### src/rtl/cpu_pkg.sv
// rtl/cpu_pkg.sv - shared pipeline timing constants for the hazard scoreboard
package cpu_pkg;

  // Default Tnew/Tuse field width; all-ones in a Tuse field means "operand unused".
  localparam int TW_DEFAULT = 3;
  localparam logic [TW_DEFAULT-1:0] TUSE_NONE = '1;

  // Tnew an instruction carries when it enters E.
  localparam logic [TW_DEFAULT-1:0] TNEW_LOAD = 3'd2;
  localparam logic [TW_DEFAULT-1:0] TNEW_ALU  = 3'd1;
  localparam logic [TW_DEFAULT-1:0] TNEW_LINK = 3'd0;

  // Mult/div unit busy cycles.
  localparam int MULT_LAT_DEFAULT = 5;
  localparam int DIV_LAT_DEFAULT  = 10;

  // Larger of two integers, used to size the busy timer.
  function automatic int max_int(input int a, input int b);
    return (a > b) ? a : b;
  endfunction

endpackage

### src/rtl/md_busy_timer.sv
// rtl/md_busy_timer.sv - load/decrement busy timer for the mult/div unit
module md_busy_timer
  import cpu_pkg::*;
#(
  parameter int MULT_LAT = MULT_LAT_DEFAULT,
  parameter int DIV_LAT  = DIV_LAT_DEFAULT
) (
  input  logic clk,
  input  logic reset,
  input  logic i_flush,
  input  logic i_start,
  input  logic i_is_div,
  output logic o_busy
);

  localparam int CW = $clog2(max_int(MULT_LAT, DIV_LAT) + 1);

  logic [CW-1:0] r_cnt;

  // Load the latency of the issuing op, otherwise count down to zero.
  always_ff @(posedge clk) begin
    if (reset || i_flush) begin
      r_cnt <= '0;
    end else if (i_start) begin
      r_cnt <= i_is_div ? CW'(DIV_LAT) : CW'(MULT_LAT);
    end else if (r_cnt != '0) begin
      r_cnt <= r_cnt - CW'(1);
    end
  end

  assign o_busy = (r_cnt != '0);

endmodule

### src/rtl/hazard_scoreboard.sv
// rtl/hazard_scoreboard.sv - per-register Tnew scoreboard and D-stage stall unit (optional HAZARD_STATS_EN counters)
module hazard_scoreboard
  import cpu_pkg::*;
#(
  parameter int NREG     = 32,
  parameter int AW       = 5,
  parameter int TW       = TW_DEFAULT,
  parameter int MULT_LAT = MULT_LAT_DEFAULT,
  parameter int DIV_LAT  = DIV_LAT_DEFAULT
) (
  input  logic          clk,
  input  logic          reset,
  input  logic          flush,
  input  logic          d_valid,
  input  logic [AW-1:0] d_rs_addr,
  input  logic [AW-1:0] d_rt_addr,
  input  logic [TW-1:0] d_tuse_rs,
  input  logic [TW-1:0] d_tuse_rt,
  input  logic          d_wr_en,
  input  logic [AW-1:0] d_wr_addr,
  input  logic [TW-1:0] d_tnew,
  input  logic          d_hilo_use,
  input  logic          d_md_start,
  input  logic          d_md_is_div,
  output logic          stall,
  output logic          issue,
  output logic          md_busy,
  output logic          stall_raw,
  output logic          stall_md
`ifdef HAZARD_STATS_EN
  ,
  output logic [31:0]   stat_raw,
  output logic [31:0]   stat_md,
  output logic [31:0]   stat_issue
`endif
);

  // Remaining Tnew of the youngest in-flight writer of each register.
  logic [TW-1:0] r_cnt [NREG];

  logic [TW-1:0] w_cnt_rs;
  logic [TW-1:0] w_cnt_rt;
  logic          w_stall_rs;
  logic          w_stall_rt;
  logic          w_load;
  logic          w_md_start;

  assign w_cnt_rs   = r_cnt[d_rs_addr];
  assign w_cnt_rt   = r_cnt[d_rt_addr];

  // An operand stalls when its producer still needs more cycles than the consumer can wait.
  assign w_stall_rs = d_valid & (d_tuse_rs != '1) & (w_cnt_rs > d_tuse_rs);
  assign w_stall_rt = d_valid & (d_tuse_rt != '1) & (w_cnt_rt > d_tuse_rt);

  assign stall_raw  = w_stall_rs | w_stall_rt;
  assign stall_md   = d_valid & d_hilo_use & md_busy;
  assign stall      = stall_raw | stall_md;
  assign issue      = d_valid & ~stall & ~flush;

  assign w_load     = issue & d_wr_en & (d_wr_addr != '0);
  assign w_md_start = issue & d_md_start;

  // Countdown per register; a new writer's load replaces any older countdown on that entry.
  always_ff @(posedge clk) begin
    for (int i = 0; i < NREG; i++) begin
      if (reset || flush || (i == 0)) begin
        r_cnt[i] <= '0;
      end else if (w_load && (d_wr_addr == AW'(i))) begin
        r_cnt[i] <= d_tnew;
      end else if (r_cnt[i] != '0) begin
        r_cnt[i] <= r_cnt[i] - TW'(1);
      end
    end
  end

  md_busy_timer #(
    .MULT_LAT (MULT_LAT),
    .DIV_LAT  (DIV_LAT)
  ) u_md_busy_timer (
    .clk      (clk),
    .reset    (reset),
    .i_flush  (flush),
    .i_start  (w_md_start),
    .i_is_div (d_md_is_div),
    .o_busy   (md_busy)
  );

`ifdef HAZARD_STATS_EN
  logic [31:0] r_stat_raw;
  logic [31:0] r_stat_md;
  logic [31:0] r_stat_issue;

  // Saturating event counters; only reset clears them so they survive exceptions.
  always_ff @(posedge clk) begin
    if (reset) begin
      r_stat_raw   <= '0;
      r_stat_md    <= '0;
      r_stat_issue <= '0;
    end else begin
      if (stall_raw && (r_stat_raw != '1)) begin
        r_stat_raw <= r_stat_raw + 32'd1;
      end
      if (stall_md && (r_stat_md != '1)) begin
        r_stat_md <= r_stat_md + 32'd1;
      end
      if (issue && (r_stat_issue != '1)) begin
        r_stat_issue <= r_stat_issue + 32'd1;
      end
    end
  end

  assign stat_raw   = r_stat_raw;
  assign stat_md    = r_stat_md;
  assign stat_issue = r_stat_issue;
`endif

  // An all-ones Tnew cannot be counted down reliably, so it must never be loaded.
  a_tnew_legal: assert property (@(posedge clk) disable iff (reset)
    w_load |-> (d_tnew != '1));

endmodule

### config.mk
export PLATFORM = sky130hd
export DESIGN_NAME = hazard_scoreboard
export DESIGN_NICKNAME = d
export VERILOG_FILES = /design/src/rtl/cpu_pkg.sv /design/src/rtl/md_busy_timer.sv /design/src/rtl/hazard_scoreboard.sv
export SDC_FILE = /design/constraint.sdc
export NUM_CORES = 1
export LEC_CHECK = 0
export CAP_MARGIN = 30
export CORE_ASPECT_RATIO = 0.9
export CORE_MARGIN = 2
export CORE_UTILIZATION = 27
export CTS_CLUSTER_DIAMETER = 40
export DETAILED_ROUTE_END_ITERATION = 12
export REMOVE_ABC_BUFFERS = 1
export SLEW_MARGIN = 20
export SYNTH_ARGS = -nofsm -noshare
export SYNTH_HDL_FRONTEND = slang
export SYNTH_SLANG_ARGS = --single-unit
### constraint.sdc
create_clock -name clk -period 5.9 [get_ports clk]
set_clock_uncertainty 0.2 [all_clocks]
set_input_delay 0.885 -clock clk [delete_from_list [all_inputs] [get_ports clk]]
set_output_delay 0.885 -clock clk [all_outputs]
set_load 0.02 [all_outputs]
==> results_dict.tcl <==
set metrics [dict create \
    io_pins 37 \
    cts_max_level 3 \
    multi_input_area_sq_um 4720 \
    die_w_um 187 \
    grt.total_usage 0.143 \
    synth_mux_area_frac 0.268 \
    ys.warnings.count 0 \
    final_area_sq_um 9350 \
    routabilityCongestion 0.848 \
    die_h_um 169 \
    antennaDiodeCount 0 \
    netlist.area_leader.share 0.341 \
    syn_to_final_growth_pct 14.3 \
    worstPathArrival_ps 4510 \
    postLayoutCoreUtil 0.313 \
    rows 60 \
    post-place-ws_ps 138 \
    crit_path_end_kind "primary output" \
    finalWirelength_um 22000 \
    ys_types 40 \
    rsz0062_at_grt "no" \
    hold_class "reg -> reg" \
    critical_path_class "in -> out" \
    portBuffers 36 \
    fmax_mhz 179 \
    ctsResizeCount 0 \
    antenna_found_initial 0 \
    synth-edff-count 93 \
    min_period_ps 5600 \
    placed_area_sq_um 9000 \
    intPower_mw 2.25 \
    comb_power_share 0.416 \
    fin_tns_setup_ps 0 \
    synth-adder-area-share 0.107 \
    grt_max_degree 63 \
    synth_area_sq_um 8180 \
    clk_path_buf_depth 2 \
    synth_area_leaders "edfxtp_1, mux4_2, mux2i_1" \
    p_leak_nw 3.94 \
    yosys.cell_count.top_type "mux2i_1" \
    seq_power_share 0.392 \
    synth_top_family_by_area "multiplexers" \
    crit_required_ps 4820 \
    overflow 0 \
    cap_violations 0 \
    powerDensity_nw_per_um2 384 \
    async_reset_ff_frac 0 \
    grt_pass1_wl_um 34500 \
    synth_seq_cells 97 \
    cts_made_buffers 9 \
    synthXorXnorAreaFrac 0.00214 \
    vias 5993 \
    power.share.switching 0.373 \
    antenna_left 0 \
    cts_setup_buffers 0 \
    synthFlopType "edfxtp_1" \
    hold_slack_ps 388 \
    synth.avg_cell_area_sq_um 10.9 \
    ctsHoldBuffers 0 \
    setup_ws_ps 301 \
    dp.final_hpwl_um 16300 \
    drt_pass1_iterations 5 \
    core_area_sq_um 29900 \
    timing.slew.headroom 0.400 \
    start_util 0.274 \
    slew_viol_final 0 \
    path_clk_slew_ps 70 \
    viasPerCell 5.10 \
    ys_top_cells_by_count "mux2i_1, inv_1, or3_1, edfxtp_1, ha_1" \
    drc 0 \
    setup_viol 0 \
    drt_iter0_drc 429 \
    path_max_fanout 11 \
    p_switching_mw 1.34 \
    cts_tree "built" \
    critical_path.startpoint_type "primary input" \
    p_clk_frac 0.192 \
    clockRootBuffer "clkbuf_16" \
    fin_nets 870 \
    ir_drop_mv 0.151 \
    die_area_sq_um 31700 \
    synthSimpleGateAreaFrac 0.174 \
    first_global_vias 5748 \
    n_fill_cell 3087 \
    clk_latency_ps 360 \
    synthCells 753 \
    ys_seq_area_frac 0.351 \
    drive_above_1_share 0.140 \
    hold_viol_final 0 \
    wl_per_cell_um 18.7 \
    status "completed" \
    tightest_slew_ps 897 \
    fin_crit_sh 0.949 \
    seq_area_sq_um 2870 \
    cts.sinks 97 \
    synth_top_cell_by_area "edfxtp_1" \
    synth_compound_area_frac 0.0246 \
]
[state kept, by name (all words and copies together) (netlist names)]
name                   cells
u_md_busy_timer.r_cnt      4
r_cnt                     93
[power by group through the flow]
| stage | logic [mW] | clock network (mW) | registers [mW] |
|---|---|---|---|
| 2_1_floorplan | 1.10 | 0 | 1.23 |
| 6_report | 1.49 | 0.690 | 1.41 |
| 3_3_place_gp | 1.46 | 0 | 1.41 |
| 5_1_grt | 1.72 | 0.726 | 1.43 |
| 3_5_place_dp | 1.49 | 0 | 1.41 |
| 4_1_cts | 1.50 | 0.701 | 1.40 |
[critical path, cell delays in order]
cell and delay, ps:
clkdlybuf4s50_1 580, buf_6 200, buf_4 190, mux4_2 310, mux4_2 460, mux2_2 290
ha_1 310, o21a_1 120, o211ai_1 80, buf_4 180, a21oi_1 250, clkdlybuf4s50_1 660
[logic make-up (layout without fill, tap and decap cells)]
group | Yosys count | in the layout
and+or+nand+nor | 246 | 246
muxes | 158 | 158
buffers and inverters | 152 | 172
DFF | 97 | 97
adders and majority gates | 70 | 70
AOI/OAI and AO/OA | 28 | 28
xor gates and xnor gates | 2 | 2
[area by class of cell]
cell class	instances	share of cell area
multi-input cells	504	0.505
flip-flops and latches	97	0.307
repair buffers	55	0.0563
well taps	403	0.0539
inverters	101	0.0406
clock buffers	9	0.0241
clock inverters	7	0.0124
[cell usage in the layout (no fill, tap or decap), types with 6 or more instances in the layout]
cell type,n
mux2i_1,104
o21ai_0,6
mux2_2,6
clkbuf_16,9
inv_1,101
buf_4,16
ha_1,70
nor3_1,25
nand2_1,17
or3_1,95
nor2_1,7
clkdlybuf4s50_1,32
edfxtp_1,93
mux4_2,48
nand3_1,64
[layer usage]
| metal | routed length (um) | vias to the layer above | global-route usage |
|---|---|---|---|
| li1 | - | 2843 | - |
| met1 | 10500 | 2972 | 0.203 |
| met2 | 9610 | 168 | 0.214 |
| met3 | 1670 | 10 | 0.0403 |
| met4 | 210 | 0 | 0.0342 |
| met5 | 0 | - | 0 |
[worst paths after layout]
path,cells past startpoint,endpoint,slack [ps],from
setup / recovery,12,stall_raw,300,d_rt_addr[1]
setup reg to reg,11,r_cnt[5][1],1720,r_cnt[18][1]
hold reg to reg,2,u_md_busy_timer.r_cnt[0],390,u_md_busy_timer.r_cnt[0]
hold / removal,2,u_md_busy_timer.r_cnt[0],390,u_md_busy_timer.r_cnt[0]
[stage by stage]
stage,cells,total power [mW]
final,1176,3.59
after CTS,1176,3.59
after floorplan,702,2.34
after global routing,1176,3.88
after global placement,1160,2.87
after detailed placement,1160,2.90
Power figures use the tool's default switching activity.
